File: config.mk
export PLATFORM = sky130hd
export DESIGN_NAME = axi_ctrl_dispatch
export DESIGN_NICKNAME = d
export VERILOG_FILES = /design/src/rtl/axi_ctrl_dispatch.sv
export SDC_FILE = /design/constraint.sdc
export NUM_CORES = 1
export LEC_CHECK = 0
export BUFFER_PORTS_ARGS = -buffer_cell sky130_fd_sc_hd__buf_2
export CAP_MARGIN = 30
export CORE_ASPECT_RATIO = 1.4
export CORE_MARGIN = 2
export CORE_UTILIZATION = 50
export DETAILED_ROUTE_END_ITERATION = 8
export PLACE_DENSITY_LB_ADDON = 0.05
export SLEW_MARGIN = 40
export SYNTH_ARGS = -nofsm -noshare
export SYNTH_HDL_FRONTEND = slang
export SYNTH_SLANG_ARGS = --single-unit
File: constraint.sdc
create_clock -name axi_aclk -period 7.8 [get_ports axi_aclk]
set_input_delay 0.78 -clock axi_aclk [delete_from_list [all_inputs] [get_ports axi_aclk]]
set_output_delay 0.78 -clock axi_aclk [all_outputs]
set_load 0.1 [all_outputs]
File: src/rtl/axi_ctrl_dispatch.sv
// Per-channel request FIFOs, round-robin grant, and one shared-target transaction at a time.
// Optional WAIT timeout: define AXI_CTRL_DISPATCH_TIMEOUT_EN.
module axi_ctrl_dispatch #(
  parameter int                NUM_CH      = 2,
  parameter int                ADDR_W      = 15,
  parameter int                DATA_W      = 32,
  parameter int                FIFO_DEPTH  = 8,
  parameter logic [ADDR_W-1:0] MB_LOW      = 15'h2000,
  parameter logic [ADDR_W-1:0] MB_HIGH     = 15'h201F,
  parameter logic [ADDR_W-1:0] AA_LOW      = 15'h2100,
  parameter logic [ADDR_W-1:0] AA_HIGH     = 15'h2107,
  parameter logic [ADDR_W-1:0] UNSUPP_HIGH = 15'h2FFF,
  parameter int                TIMEOUT_CYC = 256,
  localparam int               CH_W        = (NUM_CH > 1) ? $clog2(NUM_CH) : 1,
  localparam int               SW          = DATA_W / 8
) (
  input  logic                     axi_aclk,
  input  logic                     axi_areset,
  input  logic [NUM_CH-1:0]        ch_req_vld,
  output logic [NUM_CH-1:0]        ch_req_rdy,
  input  logic [NUM_CH-1:0]        ch_req_wr,
  input  logic [NUM_CH*ADDR_W-1:0] ch_req_addr,
  input  logic [NUM_CH*DATA_W-1:0] ch_req_wdata,
  input  logic [NUM_CH*SW-1:0]     ch_req_wstrb,
  output logic                     dst_start,
  output logic [1:0]               dst_sel,
  output logic                     dst_wr,
  output logic [ADDR_W-1:0]        dst_addr,
  output logic [DATA_W-1:0]        dst_wdata,
  output logic [SW-1:0]            dst_wstrb,
  input  logic                     dst_done,
  input  logic [DATA_W-1:0]        dst_rdata,
  output logic                     rsp_vld,
  output logic [CH_W-1:0]          rsp_ch,
  output logic                     rsp_wr,
  output logic                     rsp_err,
  output logic [DATA_W-1:0]        rsp_rdata,
  output logic                     axi_interrupt,
  input  logic                     irq_clr
);

  localparam int             PTR_W    = $clog2(FIFO_DEPTH);
  localparam int             ENT_W    = 1 + ADDR_W + DATA_W + SW;
  localparam logic [PTR_W:0] FULL_CNT = (PTR_W+1)'(FIFO_DEPTH);

  if (NUM_CH < 1 || NUM_CH > 8) begin : g_chk_ch
    $error("NUM_CH must be 1..8");
  end
  if (FIFO_DEPTH < 2 || (FIFO_DEPTH & (FIFO_DEPTH - 1)) != 0) begin : g_chk_depth
    $error("FIFO_DEPTH must be a power of 2, >= 2");
  end
  if (TIMEOUT_CYC < 1) begin : g_chk_tmo
    $error("TIMEOUT_CYC must be >= 1");
  end

  // state | meaning
  // IDLE  | pick next non-empty channel round-robin, pop it
  // ISSUE | decode latched address, pulse dst_start (or flag unsupported)
  // WAIT  | hold dst_* until dst_done (or timeout)
  // RESP  | one-cycle rsp_vld with latched channel/err/rdata
  typedef enum logic [1:0] {IDLE, ISSUE, WAIT, RESP} state_t;
  state_t state, state_nxt;

  logic [NUM_CH-1:0] push, pop, nonempty, rdy;
  logic [ENT_W-1:0]  head [NUM_CH];

  for (genvar g = 0; g < NUM_CH; g++) begin : g_fifo
    logic [ENT_W-1:0] mem [FIFO_DEPTH];
    logic [PTR_W-1:0] wp, rp;
    logic [PTR_W:0]   cnt, cnt_nxt;
    logic             rdy_q;

    assign push[g]     = ch_req_vld[g] & rdy_q;
    assign rdy[g]      = rdy_q;
    assign nonempty[g] = (cnt != '0);
    assign head[g]     = mem[rp];
    assign cnt_nxt     = cnt + (PTR_W+1)'(push[g]) - (PTR_W+1)'(pop[g]);

    always_ff @(posedge axi_aclk or posedge axi_areset) begin
      if (axi_areset) begin
        wp    <= '0;
        rp    <= '0;
        cnt   <= '0;
        rdy_q <= 1'b0;
      end else begin
        if (push[g]) wp <= wp + PTR_W'(1);
        if (pop[g])  rp <= rp + PTR_W'(1);
        cnt   <= cnt_nxt;
        rdy_q <= (cnt_nxt != FULL_CNT);
      end
    end

    always_ff @(posedge axi_aclk) begin
      if (push[g])
        mem[wp] <= {ch_req_wr[g], ch_req_addr[g*ADDR_W +: ADDR_W],
                    ch_req_wdata[g*DATA_W +: DATA_W], ch_req_wstrb[g*SW +: SW]};
    end
  end

  logic [CH_W-1:0]   rr_ptr, rr_nxt, gnt, cur_ch;
  logic              found;
  logic              cur_wr, err_q, irq_q;
  logic [ADDR_W-1:0] cur_addr;
  logic [DATA_W-1:0] cur_wdata, rdata_q;
  logic [SW-1:0]     cur_wstrb;
  logic [ENT_W-1:0]  hd;

  always_comb begin
    found = 1'b0;
    gnt   = '0;
    for (int k = 0; k < NUM_CH; k++) begin
      if (!found && nonempty[(int'(rr_ptr) + k) % NUM_CH]) begin
        found = 1'b1;
        gnt   = CH_W'((int'(rr_ptr) + k) % NUM_CH);
      end
    end
  end

  assign rr_nxt = CH_W'((int'(gnt) + 1) % NUM_CH);
  assign hd     = head[gnt];

  always_comb begin
    pop = '0;
    if (state == IDLE && found) pop[gnt] = 1'b1;
  end

  logic       in_mb, in_aa, unsupp;
  logic [1:0] sel;
  assign in_mb  = (cur_addr >= MB_LOW) && (cur_addr <= MB_HIGH);
  assign in_aa  = (cur_addr >= AA_LOW) && (cur_addr <= AA_HIGH);
  assign unsupp = (cur_addr >= MB_LOW) && (cur_addr <= UNSUPP_HIGH) && !in_mb && !in_aa;
  assign sel    = in_mb ? 2'd0 : (in_aa ? 2'd1 : 2'd2);

`ifdef AXI_CTRL_DISPATCH_TIMEOUT_EN
  localparam int TMO_W = $clog2(TIMEOUT_CYC + 1);
  logic [TMO_W-1:0] tmo_cnt;
  logic             tmo_hit;
  // Firing on the last count means RESP lands exactly TIMEOUT_CYC cycles after WAIT entry.
  assign tmo_hit = (state == WAIT) && !dst_done && (tmo_cnt == TMO_W'(TIMEOUT_CYC - 1));

  always_ff @(posedge axi_aclk or posedge axi_areset) begin
    if (axi_areset)           tmo_cnt <= '0;
    else if (state == ISSUE)  tmo_cnt <= '0;
    else if (state == WAIT)   tmo_cnt <= tmo_cnt + TMO_W'(1);
  end
`else
  logic tmo_hit;
  assign tmo_hit = 1'b0;
`endif

  always_comb begin
    state_nxt = state;
    dst_start = 1'b0;
    case (state)
      IDLE:  if (found) state_nxt = ISSUE;
      ISSUE: begin
        if (unsupp) state_nxt = RESP;
        else begin
          dst_start = 1'b1;
          state_nxt = WAIT;
        end
      end
      WAIT:  if (dst_done || tmo_hit) state_nxt = RESP;
      RESP:  state_nxt = IDLE;
      default: state_nxt = IDLE;
    endcase
  end

  always_ff @(posedge axi_aclk or posedge axi_areset) begin
    if (axi_areset) begin
      state     <= IDLE;
      rr_ptr    <= '0;
      cur_ch    <= '0;
      cur_wr    <= 1'b0;
      cur_addr  <= '0;
      cur_wdata <= '0;
      cur_wstrb <= '0;
      err_q     <= 1'b0;
      rdata_q   <= '0;
      irq_q     <= 1'b0;
    end else begin
      state <= state_nxt;
      if (state == IDLE && found) begin
        {cur_wr, cur_addr, cur_wdata, cur_wstrb} <= hd;
        cur_ch  <= gnt;
        rr_ptr  <= rr_nxt;
        err_q   <= 1'b0;
        rdata_q <= '0;
      end
      if (state == ISSUE && unsupp) err_q <= 1'b1;
      if (state == WAIT) begin
        if (dst_done)     rdata_q <= cur_wr ? '0 : dst_rdata;
        else if (tmo_hit) err_q   <= 1'b1;
      end
      if ((state == ISSUE && unsupp) || tmo_hit) irq_q <= 1'b1;
      else if (irq_clr)                           irq_q <= 1'b0;
    end
  end

  logic drive, resp;
  assign drive = ((state == ISSUE) || (state == WAIT)) && !unsupp;
  assign resp  = (state == RESP);

  assign ch_req_rdy    = rdy;
  assign dst_sel       = drive ? sel : 2'd0;
  assign dst_wr        = drive & cur_wr;
  assign dst_addr      = drive ? cur_addr : '0;
  assign dst_wdata     = drive ? cur_wdata : '0;
  assign dst_wstrb     = drive ? cur_wstrb : '0;
  assign rsp_vld       = resp;
  assign rsp_ch        = resp ? cur_ch : '0;
  assign rsp_wr        = resp & cur_wr;
  assign rsp_err       = resp & err_q;
  assign rsp_rdata     = resp ? rdata_q : '0;
  assign axi_interrupt = irq_q;

endmodule

# Word-level counts from Yosys, hierarchy flattened
# Memory sizes are Yosys's and may differ from the RTL's.
# Index checks and enable logic that the tools add are counted.
[word_totals]
register_bits = 112
ram_bits = 832
elab_cells = 116
memories = 2
[mem_list]
columns = ["memory", "words", "width", "read_ports", "rd_ports_with_merged_regs", "write_ports", "line", "source"]
rows = [
  ["g_fifo[0].mem", 8, 52, 1, 0, 1, "68", "logic [ENT_W-1:0] mem [FIFO_DEPTH];"],
  ["g_fifo[1].mem", 8, 52, 1, 0, 1, "68", ""],
]
[classes]
add_sub_neg = 10
order_cmp = 10
n_eq_ne = 7
mux = 41
bitwise_logic = 7
reduce_logical = 21
[op_table]
columns = ["operator", "n"]
rows = [
  ["$mux W32", 6],
  ["$mux W52", 3],
  ["$le A15 B14 Y1 const B", 3],
  ["$ge A15 B14 Y1 const B", 2],
  ["$mux W1", 22],
  ["$mux W15", 1],
  ["$add A3 B1 Y3 const B", 4],
  ["$mux W2", 6],
  ["$logic_and A1 B1 Y1", 10],
  ["$add A4 B1 Y4", 2],
  ["$ne A4 B4 Y1 const B", 2],
  ["$pmux W2 S4", 1],
  ["$reduce_bool A4 Y1", 2],
  ["$sub A4 B1 Y4", 2],
  ["$and A1 B1 Y1", 5],
  ["$eq A2 B2 Y1 const B", 2],
  ["$logic_not A1 Y1", 4],
  ["$lt A1 B2 Y1 const B", 2],
  ["$mux W4", 1],
  ["$ne A2 B2 Y1 const B", 2],
  ["$reduce_bool A2 Y1", 2],
  ["$lt A2 B3 Y1 const B", 1],
  ["$add A1 B1 Y1 const B", 2],
  ["$eq A2 B1 Y1 const B", 1],
  ["other kinds (8)", 8],
]

# Longest topological paths before layout
[depth]
ltp_word = 14
mapped_depth = 13
ltp_nobuf = 13

# Worst setup path before layout
# Ideal clock, no wire load.
[synth_path]
path_kind = "input to register"
start = "input port ch_req_vld[1]"
end = "memory g_fifo[1].mem[0][0] (netlist name) (enable)"
t_arrival_ps = 5877
slack_ps = 1332
cell_stages = 2
path_buffers = 0
cell_sequence = "nand2_1 -> nor4_1"
[synth_between]
elab_chain_len = 3
[synth_lines]
columns = ["element", "line", "source"]
rows = [
  ["start: declaration", "19", "input logic [NUM_CH-1:0] ch_req_vld,"],
  ["$and A1 B1 Y1", "73", "assign push[g] = ch_req_vld[g] & rdy_q;"],
  ["$mux W1", "94", "if (push[g])"],
  ["$mux W1 (implied by the code)", "95", "mem[wp] <= {ch_req_wr[g], ch_req_addr[g*ADDR_W +: ADDR_W],"],
  ["end: declaration", "68", ""],
]
# Every way passes these cells.

# Worst setup path after layout
[layout_path]
start = "register state[1]"
end = "output port dst_wdata[4]"
[layout_between]
elab_chain_len = 4
elab_cells_between_ends = 5
classes_between = "eq/ne (2); mux (1); reduce/logical (2)"
[layout_lines]
columns = ["element", "line", "source"]
rows = [
  ["start: declaration", "62", "state_t state, state_nxt;"],
  ["start signal: assignment", "182", "state <= state_nxt;"],
  ["$eq A2 B1 Y1 or $eq A2 B2 Y1 (tied branches)", "201", "assign drive = ((state == ISSUE) || (state == WAIT)) && !unsupp;"],
  ["$logic_or A1 B1 Y1 *", "201", ""],
  ["$logic_and A1 B1 Y1 *", "201", ""],
  ["$mux W32 *", "208", "assign dst_wdata = drive ? cur_wdata : '0;"],
  ["end: declaration", "29", "output logic [DATA_W-1:0] dst_wdata,"],
]
# Mark *: on every way between the ends. The rest lies on a longest branch, timed or not.

==> summary.md <==
| Metric | Value |
|---|---|
| Core area | 0.0725 mm² |
| Rel. slew slack | 42.9% |
| Placed cells | approximately 2.8k |
| Post-Synthesis Cells | about 1.7k |
| Critical Path RT | between 7 and 8 ns |
| Crit-path max FO | 40 |
| Die Ht | 323 µm |
| Mapped Area | between 0.03 and 0.04 mm² |
| Synth warn | 0 |
| Setup Fix Bufs, Post-CTS | 0 |
| Worst-Skew Late Latency | between 0.6 and 0.7 ns |
| Commonest non-fill, non-tap cell in the layout | edfxtp_1 |
| Core Rows | between 100 and 150 |
| Cts hold-fix bufs | 0 |
| Sw frac | 37.1% |
| GPL Wtd Cong | slightly below 0.8 |
| Gate power share | 34.7% |
| CTS tree | done |
| Crit path kind | register to output pin |
| Fin crit period | 3.96 ns |
| FMAX | 253 MHz |
| Iteration-0 DRC Markers | 1,323 |
| First-pass DRT Iterations | 7 |
| Peak VDD IR | 0.000250 V |
| Root Driver | clkbuf_16 |
| Fin. max-slew vios | 0 |
| Initial antenna violation count | 24 |
| Max Cap Violations | 0 |
| Most frequent cells in the layout | edfxtp_1 (832), buf_2 (235), mux4_2 (208), dfrtp_1 (106), mux2i_1 (104) |
| Hpwl dp | 46,900 µm |
| Largest net degree at the start of global routing | 63 |
| CTS resizes | 0 |
| P&R area growth vs syn | 14.5% |
| Post-route core utilization | 57.6% |
| Die ar. | 0.0751 mm² |
| Antenna viol nets, final | 0 |
| Setup crit start kind | register |
| CTS clk-pin slew, worst paths | 0.06 ns |
| Register area share after synthesis | 76.2% |
| Post-synth EDFFs | 832 |
| Initial core utilization | between 50% and 60% |
| Min-delay worst type | input pin to asynchronous set/reset pin |
| Fin nets | 2,138 |
| Async SR Flop Fraction | 11.9% |
| Status | completed |
| Drt drc | 0 |
| Vias in the first global route | 18.1k |
| Clock share of power | 24.9% |
| First-pass GRT wire length | 121,000 µm |
| Total negative slack | 0 ns |
| Port Buf Inserts | 235 |
| Top-level I/O count | 236 |
| Fin crit share | between 50 and 60% |
| Worst-Margin Slew | between 0.8 and 0.9 ns |
| Syn_nets | 1,872 |
| Via count | 17.5k |
| Syn avg cell area | around 21 µm² |
| Vias per Instance | 5.82 |
| Inserted Clock Buffers | 89 |
| Grt ovf | 0 |
| Pwr/cell area | 416 mW/mm² |
| RSZ-0062 raised after global routing | false |
| Yosys reg bits | 944 |
| Internal power | between 10,000 and 15,000 µW |
| Clock Skew | around 0.018 ns |
| CTS H-tree lvls | 3 |
| Layout cells sized above 1 | 31.9% |
| Distinct cells, synth | 40 |
| Clock Path Buffers | 3 |
| CTS sink cnt | 944 |
| WL per Instance | roughly 27 µm |
| CP endpoint kind | output pin |
| Switching pwr | 6450 µW |
| Post-route cell area | between 0.04 and 0.05 mm² |
| GR Util All Layers | roughly 22% |
| WL final | 82,300 µm |
| Die W | around 230 µm |
| WP data arrival | 3.18 ns |
| Final setup fails | 0 |
| P_leak | about 0.015 µW |
| Dpl cell area | 0.0388 mm² |
| Hold Slack | about 0.22 ns |
| Part of the power in registers | 40.4% |
| Synth Flop Type | edfxtp_1 |
| Final Hold Viols | 0 |
| Fillers | 5,448 |
| Final std cells w/o fill | between 3k and 4k |
[cells in the mapped netlist, types with 4 or more instances]
library cell  instances  area, µm²
a22o_1               32        280
and2_1               85        532
and3_1                5       31.3
buf_1                 8       30.0
buf_2                37        185
buf_4                 6       45.0
buf_6                16        180
clkbuf_1             27        101
dfrtp_1             112       2800
edfxtp_1            832      25000
ha_1                 19        238
inv_1                24       90.1
mux2i_1             104       1040
mux4_2              208       4680
nand2_1              76        285
nand2b_1              4       25.0
nor2_1                9       33.8
nor3_1                8       40.0
nor4_1                4       25.0
o221ai_1             52        455
xnor2_1               9       78.8
[registers in the layout (all words and copies together), names as in the netlist, 2 cells and up]
register and count:
g_fifo.mem 832, cur_wdata 32, rdata_q 32, cur_addr 15, g_fifo.cnt 8, g_fifo.rp 6
g_fifo.wp 6, cur_wstrb 4, g_fifo.rdy_q 2, state 2
[worst max-delay path: stages, from the launching register on]
cell and delay [ns]:
dfrtp_1 0.41, inv_1 0.11, ha_1 0.58, nor2b_4 0.33
buf_4 0.46, and2_1 0.21, buf_2 0.42
[layer usage]
layer	wire [µm]	GRT usage, %	up-vias
li1	-	-	7529
met1	35000	31.3	9367
met2	40800	36.0	480
met3	4650	4.13	119
met4	1660	6.58	24
met5	136	0	-
[power by group through the flow]
| stage | logic, µW | registers [µW] | clock network (µW) |
|---|---|---|---|
| 2_1_floorplan | 4800 | 6800 | 0 |
| 3_3_place_gp | 5970 | 7140 | 0 |
| 3_5_place_dp | 6120 | 7150 | 0 |
| 4_1_cts | 6130 | 7040 | 4420 |
| 5_1_grt | 6400 | 7120 | 4610 |
| 6_report | 6040 | 7020 | 4320 |
[area by class of cell]
type / count / area, µm² / area share (%)
Sequential cell: 944 / 27800 / 66.6
Multi-Input combinational cell: 645 / 8160 / 19.5
Clock buffer: 109 / 2430 / 5.81
Timing Repair Buffer: 269 / 1540 / 3.69
Tap cell: 952 / 1190 / 2.85
Clock inverter: 57 / 497 / 1.19
Inverter: 26 / 103 / 0.246
Antenna cell: 6 / 15.0 / 0.0360
[stage by stage]
stage               total power, µW  setup slack [ns]
detailed placement            13300              4.11
global route                  18100              3.65
global placement              13100              4.19
CTS                           17600              3.77
floorplan                     11600              1.33
finish                        17400              3.84
[final timing paths]
kind	start	to	slack, ns	depth (start not counted)
setup / recovery	state[1]	dst_wdata[4]	3.84	6
hold / removal	axi_areset	rdata_q[11]	0.22	2
setup reg to reg	g_fifo[0].cnt[2]	g_fifo[0].rdy_q	4.17	13
hold reg to reg	cur_wdata[9]	cur_wdata[9]	0.48	2
max in group asynchronous	axi_areset	g_fifo[1].rp[0]	6.49	3
min in group axi_aclk	irq_clr	axi_interrupt	0.35	2
[cells by family (layout without fill, tap and decap cells)]
kind of cell             after synthesis  count (layout)  synth area share [%]
flip-flops                           944             944                  76.2
adder cells (fa/ha/maj)               21              21                 0.762
other                                  0               6                     0
AO/OA/AOI/OAI                         97              97                  2.26
multiplexers                         315             315                  15.8
buffers and inverters                120             461                  1.75
XOR/XNOR                              12              12                 0.288
AND/OR/NAND/NOR                      200             200                  2.88
(Power assumes the default switching activity.)
